**src/rtl/mem_arbiter.sv**
```systemverilog
// mem_arbiter: round-robin two-requester arbiter with bounded lock, tagged read return and ROM write flag
module mem_arbiter #(
   parameter int READ_LATENCY = 1,
   parameter int MAX_LOCK     = 8
) (
   input  logic        clock,
   input  logic        reset,
   input  logic        req0,
   input  logic        req1,
   input  logic        we0,
   input  logic        we1,
   input  logic [15:0] addr0,
   input  logic [15:0] addr1,
   input  logic [15:0] wdata0,
   input  logic [15:0] wdata1,
   input  logic        lock0,
   input  logic        lock1,
   output logic        gnt0,
   output logic        gnt1,
   output logic        rvalid0,
   output logic        rvalid1,
   output logic [15:0] rdata0,
   output logic [15:0] rdata1,
   output logic        rom_wr_err,
   output logic [15:0] read_address,
   output logic [15:0] write_address,
   output logic [15:0] write_data,
   output logic        write_enable,
   input  logic [15:0] read_data
);
   localparam logic [3:0] LOCK_MAX = 4'(MAX_LOCK);
   logic                    r_last, r_lock_valid;
   logic [3:0]              r_lock_cnt;
   logic [READ_LATENCY-1:0] r_pv, r_pid;
   logic                    w_any, w_id, w_we, w_locked, w_other_req;
   logic                    w_tail_v, w_tail_id;
   always_comb begin
      w_locked    = r_lock_valid && r_lock_cnt < LOCK_MAX && (r_last ? req1 : req0);
      w_other_req = r_last ? req0 : req1;
      w_any       = !reset && (req0 || req1);
      w_id        = w_locked ? r_last : (req0 && req1) ? !r_last : !req0;
      w_we        = w_id ? we1 : we0;
   end
   assign gnt0          = w_any && !w_id;
   assign gnt1          = w_any && w_id;
   // idle cycles park the buses on requester 0
   assign read_address  = gnt1 ? addr1 : addr0;
   assign write_address = read_address;
   assign write_data    = gnt1 ? wdata1 : wdata0;
   assign write_enable  = w_any && w_we;
   assign w_tail_v      = r_pv[READ_LATENCY-1];
   assign w_tail_id     = r_pid[READ_LATENCY-1];
   always_ff @(posedge clock) begin
      if (reset) begin
         r_last       <= 1'b1;
         r_lock_valid <= 1'b0;
         r_lock_cnt   <= '0;
         r_pv         <= '0;
         r_pid        <= '0;
         rvalid0      <= 1'b0;
         rvalid1      <= 1'b0;
         rdata0       <= '0;
         rdata1       <= '0;
         rom_wr_err   <= 1'b0;
      end else begin
         r_last       <= w_any ? w_id : r_last;
         r_lock_valid <= w_any && (w_id ? lock1 : lock0);
         // only contended locked re-grants consume the lock budget
         r_lock_cnt   <= (!w_any || w_id != r_last) ? 4'd0 :
                         (w_locked && w_other_req) ? r_lock_cnt + 4'd1 : r_lock_cnt;
         r_pv[0]      <= w_any && !w_we;
         r_pid[0]     <= w_id;
         for (int i = 1; i < READ_LATENCY; i++) begin
            r_pv[i]  <= r_pv[i-1];
            r_pid[i] <= r_pid[i-1];
         end
         rvalid0      <= w_tail_v && !w_tail_id;
         rvalid1      <= w_tail_v && w_tail_id;
         rdata0       <= (w_tail_v && !w_tail_id) ? read_data : rdata0;
         rdata1       <= (w_tail_v && w_tail_id) ? read_data : rdata1;
         rom_wr_err   <= w_any && w_we && !read_address[15];
      end
   end
endmodule
```
**config.mk**
```make
export PLATFORM = sky130hd
export DESIGN_NAME = mem_arbiter
export DESIGN_NICKNAME = d
export VERILOG_FILES = /design/src/rtl/mem_arbiter.sv
export SDC_FILE = /design/constraint.sdc
export NUM_CORES = 1
export LEC_CHECK = 0
export CORE_UTILIZATION = 34
export DETAILED_ROUTE_END_ITERATION = 10
export PLACE_DENSITY = 0.87
export SETUP_SLACK_MARGIN = 0.2
export SYNTH_ARGS = -nofsm -noshare
export SYNTH_HDL_FRONTEND = slang
export SYNTH_SLANG_ARGS = --single-unit
```
**constraint.sdc**
```tcl
create_clock -name clock -period 2.57 [get_ports clock]
set_clock_uncertainty 0.05 [all_clocks]
set_input_delay 0.3855 -clock clock [delete_from_list [all_inputs] [get_ports clock]]
set_output_delay 0.3855 -clock clock [all_outputs]
set_load 0.01 [all_outputs]
```
-- After elaboration in Yosys (flattened, before gate mapping)
Index checks and enable logic that the tools add are counted.
- equality and inequality tests: 1
- order comparisons: 1
- reduce and logical (&&, ||, !) cells: 24
- add/sub/neg operators: 1
- mux-type cells: 8
- operators by type and width (cell ; count):
    16-bit 2-to-1 mux ; 2
    1-bit logical AND ; 13
    1-bit zero test ; 8
    1-bit 2-to-1 mux ; 6
    4-bit by 1-bit adder with 4-bit output (second input constant) ; 1
    4-bit less-than comparator (second input constant) ; 1
    1-bit logical OR ; 2
    2-bit OR reduction ; 1
    1-bit inequality test ; 1
- bits of input ports: 88
- output and inout bits: 86
- register bits: 43

-- Longest topological paths before layout
Gate-level depths: netlist (run 1).
- depth in word-level cells: 8
- mapped depth: 8
- mapped depth without buffers: 4

-- Worst setup path after synthesis (run 1)
Ideal clock, no wire load.
- kind: in2out
- start: input port req1
- end: output port write_address[15]
- setup slack: 429 ps
- arrival time: 1706 ps
- cell stages on the path: 7
- required time: 2135 ps
- path through: clkbuf_1 nand2b_1 a211o_1 buf_6 buf_6 o21ai_0 buf_4
- longest elaborated chain between the ends: 5
- elaborated cells on any way between the ends: 9
- those cells by class: mux (4); reduce/logical (5)
- RTL lines (element ; RTL line ; source):
    start, declared ; 9 ; input logic req1,
    1-bit logical AND / 1-bit 2-to-1 mux (equally long branches) ; 41, 38 ;
    1-bit 2-to-1 mux / 1-bit logical AND (equally long branches) ; 41, 38 ;
    1-bit 2-to-1 mux ; 41 ; w_id = w_locked ? r_last : (req0 && req1) ? !r_last : !req0;
    1-bit logical AND * ; 45 ; assign gnt1 = w_any && w_id;
    16-bit 2-to-1 mux * ; 47 ; assign read_address = gnt1 ? addr1 : addr0;
    end, declared ; 26 ; output logic [15:0] write_address,
Every way passes the cells marked *; elsewhere a longest branch is shown, timed or not.

-- Final worst setup path (run 1)
- start: register r_last
- end: output port write_address[1]
- longest elaborated chain between the ends: 5
- elaborated cells on any way between the ends: 7
- those cells by class: mux (4); reduce/logical (3)
- RTL lines (element ; RTL line ; source):
    start, declared ; 32 ; logic r_last, r_lock_valid;
    start signal, assigned ; 66 ; r_last <= w_any ? w_id : r_last;
    1-bit zero test / 1-bit 2-to-1 mux (equally long branches) ; 41, 38 ;
    1-bit 2-to-1 mux / 1-bit logical AND (equally long branches) ; 41, 38 ;
    1-bit 2-to-1 mux * ; 41 ;
    1-bit logical AND * ; 45 ;
    16-bit 2-to-1 mux * ; 47 ;
Marks and branches as above.

==> flow_metrics.py, run 1 <==
metrics = {
    "run_status": {
        "status": "completed",
    },
    "global_routing": {
        "gr-total-overflow": 0,
        "antenna_found_initial": 0,
        "grt_pass1_wl_um": 11500,
        "grt_max_degree": 40,
        "grtUsageTotal": 0.209,
        "first_global_vias": 2248,
    },
    "floorplanning": {
        "fp-row-count": 29,
        "initial_core_util": 0.351,
        "die_x_um": 82.9,
        "num_io_pins": 174,
        "die_y_um": 82.9,
        "core_area_sq_um": 6350,
        "dieArea_sq_um": 6880,
    },
    "timing": {
        "finalSetupViolations": 0,
        "slew_headroom": 0.547,
        "hold_viol_final": 0,
        "timing.setup.tns_ns": 0,
        "fin_crit_sh": 0.921,
        "worst_slew_pin_slew_ns": 0.679,
        "rsz0062_at_grt": "true",
        "min_period_ns": 2.37,
        "fmax_mhz": 423,
        "drv_slew": 0,
    },
    "pwr": {
        "power_frac_clock": 0.256,
        "p_per_area_nw_per_um2": 414,
        "power_mw": 1.64,
        "vdd_drop_max_mv": 0.484,
        "switching_share": 0.274,
        "p_sw_uw": 450,
        "p_int_mw": 1.19,
        "comb_power_share": 0.315,
        "power_leakage_nw": 1.70,
        "pwr-share-seq": 0.429,
    },
    "place": {
        "hpwl_um": 6000,
        "place_area_sq_um": 3930,
        "gp_congestion": 0.784,
        "portBuffers": 173,
        "place_inst": 481,
    },
    "yosys": {
        "ys_seq_elements": 43,
        "ys.flop_type": "dfxtp_1",
        "ys_warn_count": 0,
        "synth_nets": 343,
        "syn_area_per_cell_sq_um": 8.77,
        "yosysMostFrequentCell": "nand2_1",
        "synth_top_cell_area_share": 0.387,
        "synthTopCellsByCount": "nand2_1 (66), dfxtp_1 (43), a21oi_1 (35), mux2_4 (24), buf_4 (16)",
        "syn_area_sq_um": 2230,
        "synth_cell_type_count": 32,
        "synth-edff-count": 0,
        "synthArstFlopShare": 0,
        "yosys-top-cells-area": "dfxtp_1 (39%), mux2_4 (16%), nand2_1 (11%), a21oi_1 (7.9%), buf_4 (5.4%)",
        "yosys.area.top_type": "dfxtp_1",
        "ys_seq_area_frac": 0.387,
        "syn_inst": 254,
    },
    "detailed_routing": {
        "vias": 2339,
        "dr.pass1.iters": 4,
        "avgRoutedWirePerCell_um": 15.7,
        "route.detailed.drc": 0,
        "totalWireLength_um": 7770,
        "drt_iter0_drc": 68,
        "viasPerCell": 4.73,
        "ant_nets": 0,
    },
    "final_layout": {
        "syn_to_final_growth_pct": 78.1,
        "finalCoreUtilization": 0.625,
        "antenna_cells": 0,
        "final_area_sq_um": 3970,
        "finalNetCount": 506,
        "drive_above_1_share": 0.266,
        "fillers": 553,
        "final_cell_count_no_fill": 495,
    },
    "setup_path": {
        "cp-end-kind": "primary output",
        "worstPathMaxFanout": 9,
        "crit_type": "register to primary output",
        "startpoint_type": "register",
        "cp_data_required_time_ns": 2.13,
        "worstPathArrival_ns": 1.93,
    },
    "hold_path": {
        "min_path_type": "register to register",
    },
    "job": {
        "cap_viol_max_count": 0,
    },
    "cts": {
        "root_buffer": "clkbuf_8",
        "cts.sinks": 43,
        "cts_buffer_depth": 2,
        "clk_latency_ns": 0.28,
        "htree_levels": 2,
        "cts.clk_slew.worst_paths_ns": 0.08,
        "cts_tree": "done",
        "cts_made_buffers": 5,
    },
}
[logic make-up (layout without fill, tap and decap cells)]
| logic type | count (synthesis) | after routing | synth area share |
|---|---|---|---|
| buffers and inverters | 41 | 205 | 0.110 |
| multiplexers | 33 | 33 | 0.206 |
| AND/OR/NAND/NOR | 87 | 87 | 0.162 |
| XOR/XNOR | 3 | 3 | 0.0118 |
| adder cells (fa/ha/maj) | 1 | 1 | 0.00562 |
| flip-flops | 43 | 43 | 0.387 |
| AO/OA/AOI/OAI | 46 | 46 | 0.117 |
[sequential cells by signal (all words and copies together), names as in the netlist]
register / flops
r_lock_cnt: 4
r_lock_valid: 1
rom_wr_err: 1
rvalid1: 1
r_pv: 1
r_last: 1
rdata0: 16
rdata1: 16
r_pid: 1
rvalid0: 1
[placed cells by master, fill, tap and decap left out, drive strengths merged]
master and instances:
buf 17, dlygate4sd2 5, o21ai 2, a211oi 1, a21oi 35, o32ai 1
dfxtp 43, nor2 8, a2bb2o 1, clkdlybuf4s15 6, xor2 2, clkdlybuf4s50 119
a32o 1, clkbuf 48, and2 2, nand4 1, nand2 66, mux2i 2
clkinvlp 1, clkinv 1, a21o 2, inv 8, o22ai 1, nor2b 2
a211o 1, o21ba 1, nor4bb 1, nand3 2, ha 1, nand2b 4
xnor2 1, mux2 31, and2b 1
[routing by layer]
layer / track usage / wire, um
met1: 0.227 / 3070
met2: 0.399 / 4180
met3: 0.0497 / 422
met4: 0.0580 / 88
met5: 0 / 0
[power by group through the flow]
stage	clock network (mW)	registers [mW]	logic [mW]
2_1_floorplan	0	0.727	0.228
3_3_place_gp	0	0.720	0.535
3_5_place_dp	0	0.721	0.546
4_1_cts	0.428	0.707	0.524
5_1_grt	0.459	0.709	0.549
6_report	0.420	0.706	0.517
[worst paths after layout]
check	startpoint	end	slack, ns	cells after the start
worst max-delay path	r_last$_SDFFE_PP1P_	write_address[1]	0.20	5
worst min-delay path	rdata1[9]$_SDFFE_PP0P_	rdata1[9]$_SDFFE_PP0P_	0.41	2
worst max register to register	r_lock_cnt[3]$_SDFFE_PP0P_	rom_wr_err$_SDFF_PP0_	1.00	6
worst min register to register	rdata1[9]$_SDFFE_PP0P_	rdata1[9]$_SDFFE_PP0P_	0.41	2
[metrics by stage]
stage                     hold WS [ns]  setup slack [ns]
after global routing             0.428             0.146
after floorplan                  0.430             0.429
final                            0.408             0.204
after detailed placement         0.397            -0.360
after global placement           0.392            -0.322
after CTS                        0.408             0.137
[worst max-delay path: stages, from the launching register on]
cell	delay, ns
dfxtp_4	0.37
and2_4	0.15
a211o_4	0.42
buf_16	0.18
mux2_4	0.30
clkdlybuf4s15_1	0.23
[timing repair]
item | in CTS | in global routing
pin swaps | 2 | 2
setup buffers | 0 | 3
endpoints found under the setup margin | 51 | 48
hold buffers | 0 | 0
gates resized for setup | 105 | 66
gates cloned | 1 | 2
[layout make-up]
| type | count | area (sq um) | area share |
|---|---|---|---|
| clock buffer | 6 | 72.6 | 0.0183 |
| clock inverter | 2 | 12.5 | 0.00315 |
| inverter | 8 | 30.0 | 0.00757 |
| multi-input combinational | 170 | 1170 | 0.295 |
| sequential | 43 | 870 | 0.219 |
| tap | 77 | 96.3 | 0.0243 |
| timing repair buffer | 189 | 1720 | 0.432 |
Power figures use the tool's default switching activity.
==> run 2, diff against run 1 <==
CORE_MARGIN = 3   (was unset)
CTS_CLUSTER_DIAMETER = 50   (was unset)
clock period = 2.36 ns   (was 2.57 ns; I/O delays follow)
==> run 2 against run 1 <==
Via count increased by 2.1%. Largest cell class unchanged. Combinational power increased by 40%. First-iteration DRC count decreased by 10%. Global-route usage increased by 1.7 points.
==> flow_metrics.py, run 2 (same netlist as run 1, synthesis figures left out) <==
metrics = {
    "run_status": {
        "status": "completed",
    },
    "floorplanning": {
        "dieArea_sq_um": 7560,
        "die_x_um": 86.9,
        "die_y_um": 86.9,
        "num_io_pins": 174,
        "fp-row-count": 28,
        "initial_core_util": 0.363,
        "core_area_sq_um": 6130,
    },
    "final_layout": {
        "drive_above_1_share": 0.299,
        "final_cell_count_no_fill": 500,
        "final_common_cell": "clkdlybuf4s50_1",
        "syn_to_final_growth_pct": 98.9,
        "fillers": 456,
        "final_area_sq_um": 4430,
        "layout_common_cells": "clkdlybuf4s50_1 (119), nand2_1 (65), buf_6 (50), dfxtp_1 (40), a21oi_1 (35)",
        "reg_top3": "rdata0 x16, rdata1 x16, r_lock_cnt x4",
        "antenna_cells": 0,
        "finalNetCount": 514,
    },
    "setup_path": {
        "critPathBufInv": 3,
        "crit_chain": "nand2b_4 -> a211o_4 -> buf_8 -> buf_16 -> mux2_4 -> buf_6",
        "critPathMaxStageDelay_ns": 0.38,
        "worstPathMaxFanout": 9,
        "crit_family": "buffers and inverters",
        "cp_data_required_time_ns": 1.96,
        "worstPathArrival_ns": 1.93,
        "startpoint_type": "register",
        "crit_type": "register to primary output",
        "slowest_stage": "a211o_4",
        "cp-end-kind": "primary output",
    },
    "cts": {
        "root_buffer": "clkbuf_8",
        "cts_buffer_depth": 2,
        "cts.sinks": 43,
        "htree_levels": 2,
        "cts_made_buffers": 5,
        "cts.clk_slew.worst_paths_ns": 0.08,
        "clk_latency_ns": 0.29,
        "cts_tree": "done",
    },
    "detailed_routing": {
        "viasPerCell": 4.78,
        "vias": 2389,
        "avgRoutedWirePerCell_um": 18.4,
        "drt_iter0_drc": 61,
        "totalWireLength_um": 9190,
        "ant_nets": 0,
        "dr.pass1.iters": 4,
        "route.detailed.drc": 0,
    },
    "place": {
        "place_ws_ns": -0.503,
        "place_area_sq_um": 3930,
        "place_inst": 478,
        "portBuffers": 173,
        "hpwl_um": 6370,
        "gp_congestion": 0.982,
    },
    "timing": {
        "fmax_mhz": 428,
        "finalSetupViolations": 0,
        "worst_slew_pin_slew_ns": 0.646,
        "slew_headroom": 0.569,
        "min_period_ns": 2.33,
        "setup_slack_ns": 0.0258,
        "hold_viol_final": 0,
        "rsz0062_at_grt": "true",
        "fin_crit_sh": 0.989,
        "drv_slew": 0,
    },
    "pwr": {
        "power_mw": 2.04,
        "p_per_area_nw_per_um2": 459,
        "p_sw_uw": 521,
        "p_int_mw": 1.51,
        "power_leakage_nw": 1.90,
        "power_frac_clock": 0.268,
        "vdd_drop_max_mv": 0.345,
        "switching_share": 0.256,
        "pwr-share-seq": 0.377,
        "comb_power_share": 0.355,
    },
    "hold_path": {
        "min_path_type": "register to register",
    },
    "global_routing": {
        "antenna_found_initial": 0,
        "first_global_vias": 2411,
        "grtUsageTotal": 0.226,
        "grt_pass1_wl_um": 13100,
        "grt_max_degree": 40,
        "gr-total-overflow": 0,
    },
    "job": {
        "cap_viol_max_count": 0,
    },
}
-- run 2: cell count changes in the layout (fill, tap and decap cells not counted), sizes merged --
cell | previous run | this run
clkinvlp | 1 | 0
clkbuf | 48 | 8
dlygate4sd2 | 5 | 2
buf | 17 | 73
bufinv | 0 | 1
clkdlybuf4s15 | 6 | 1
clkinv | 1 | 0
-- run 2: path summary, 6_finish.rpt --
| path | start | end | slack (ns) | cells after the start |
|---|---|---|---|---|
| setup reg to reg | r_last$_SDFFE_PP1P_ | r_lock_valid$_SDFF_PP0_ | 0.67 | 6 |
| setup / recovery | r_lock_cnt[3]$_SDFFE_PP0P_ | write_data[3] | 0.03 | 6 |
| hold reg to reg | rdata1[3]$_SDFFE_PP0P_ | rdata1[3]$_SDFFE_PP0P_ | 0.40 | 2 |
| hold / removal | rdata1[3]$_SDFFE_PP0P_ | rdata1[3]$_SDFFE_PP0P_ | 0.40 | 2 |
-- run 2: area by class of cell --
type | instances | area (sq um) | area share
clock buffer | 6 | 72.6 | 0.0164
clock inverter | 1 | 30.0 | 0.00678
inverter | 8 | 30.0 | 0.00678
multi-input combinational | 170 | 1240 | 0.280
sequential | 43 | 870 | 0.196
tap | 75 | 93.8 | 0.0212
timing repair buffer | 197 | 2090 | 0.473
-- run 2: power by group through the flow --
stage | Clock (mW) | Combinational, mW | Sequential (mW)
CTS | 0.551 | 0.650 | 0.768
global placement | 0 | 0.591 | 0.783
finish | 0.545 | 0.722 | 0.768
floorplan | 0 | 0.249 | 0.792
global route | 0.590 | 0.758 | 0.772
detailed placement | 0 | 0.602 | 0.785
-- run 2: per-layer routing --
layer / vias to the layer above / track usage / share of wire
met4: 0 / 0.0567 / 0.022
met2: 92 / 0.407 / 0.54
met1: 1112 / 0.268 / 0.39
li1: 1168 / - / -
met3: 17 / 0.0511 / 0.052
met5: - / 0 / 0
-- run 2: metrics by stage --
stage | hold WS (ns) | TNS [ns] | utilization
2_1_floorplan | 0.400 | 0 | -
3_3_place_gp | 0.392 | -20.34 | 0.641
3_5_place_dp | 0.397 | -22.10 | 0.641
4_1_cts | 0.408 | 0 | 0.691
5_1_grt | 0.423 | -0.124 | 0.723
6_report | 0.404 | 0 | 0.723
-- run 2: worst min-delay path, stage by stage, from the launching register on --
cell and delay, ns:
dfxtp_1 0.31, nand2_1 0.05, a21oi_1 0.05
-- run 2: repair_timing --
action	4_1_cts	5_1_grt
hold buffers	0	0
resized for setup	255	51
setup buffers	10	1
cloned	4	0
pin swaps	4	6
endpoints found under the setup margin	51	51
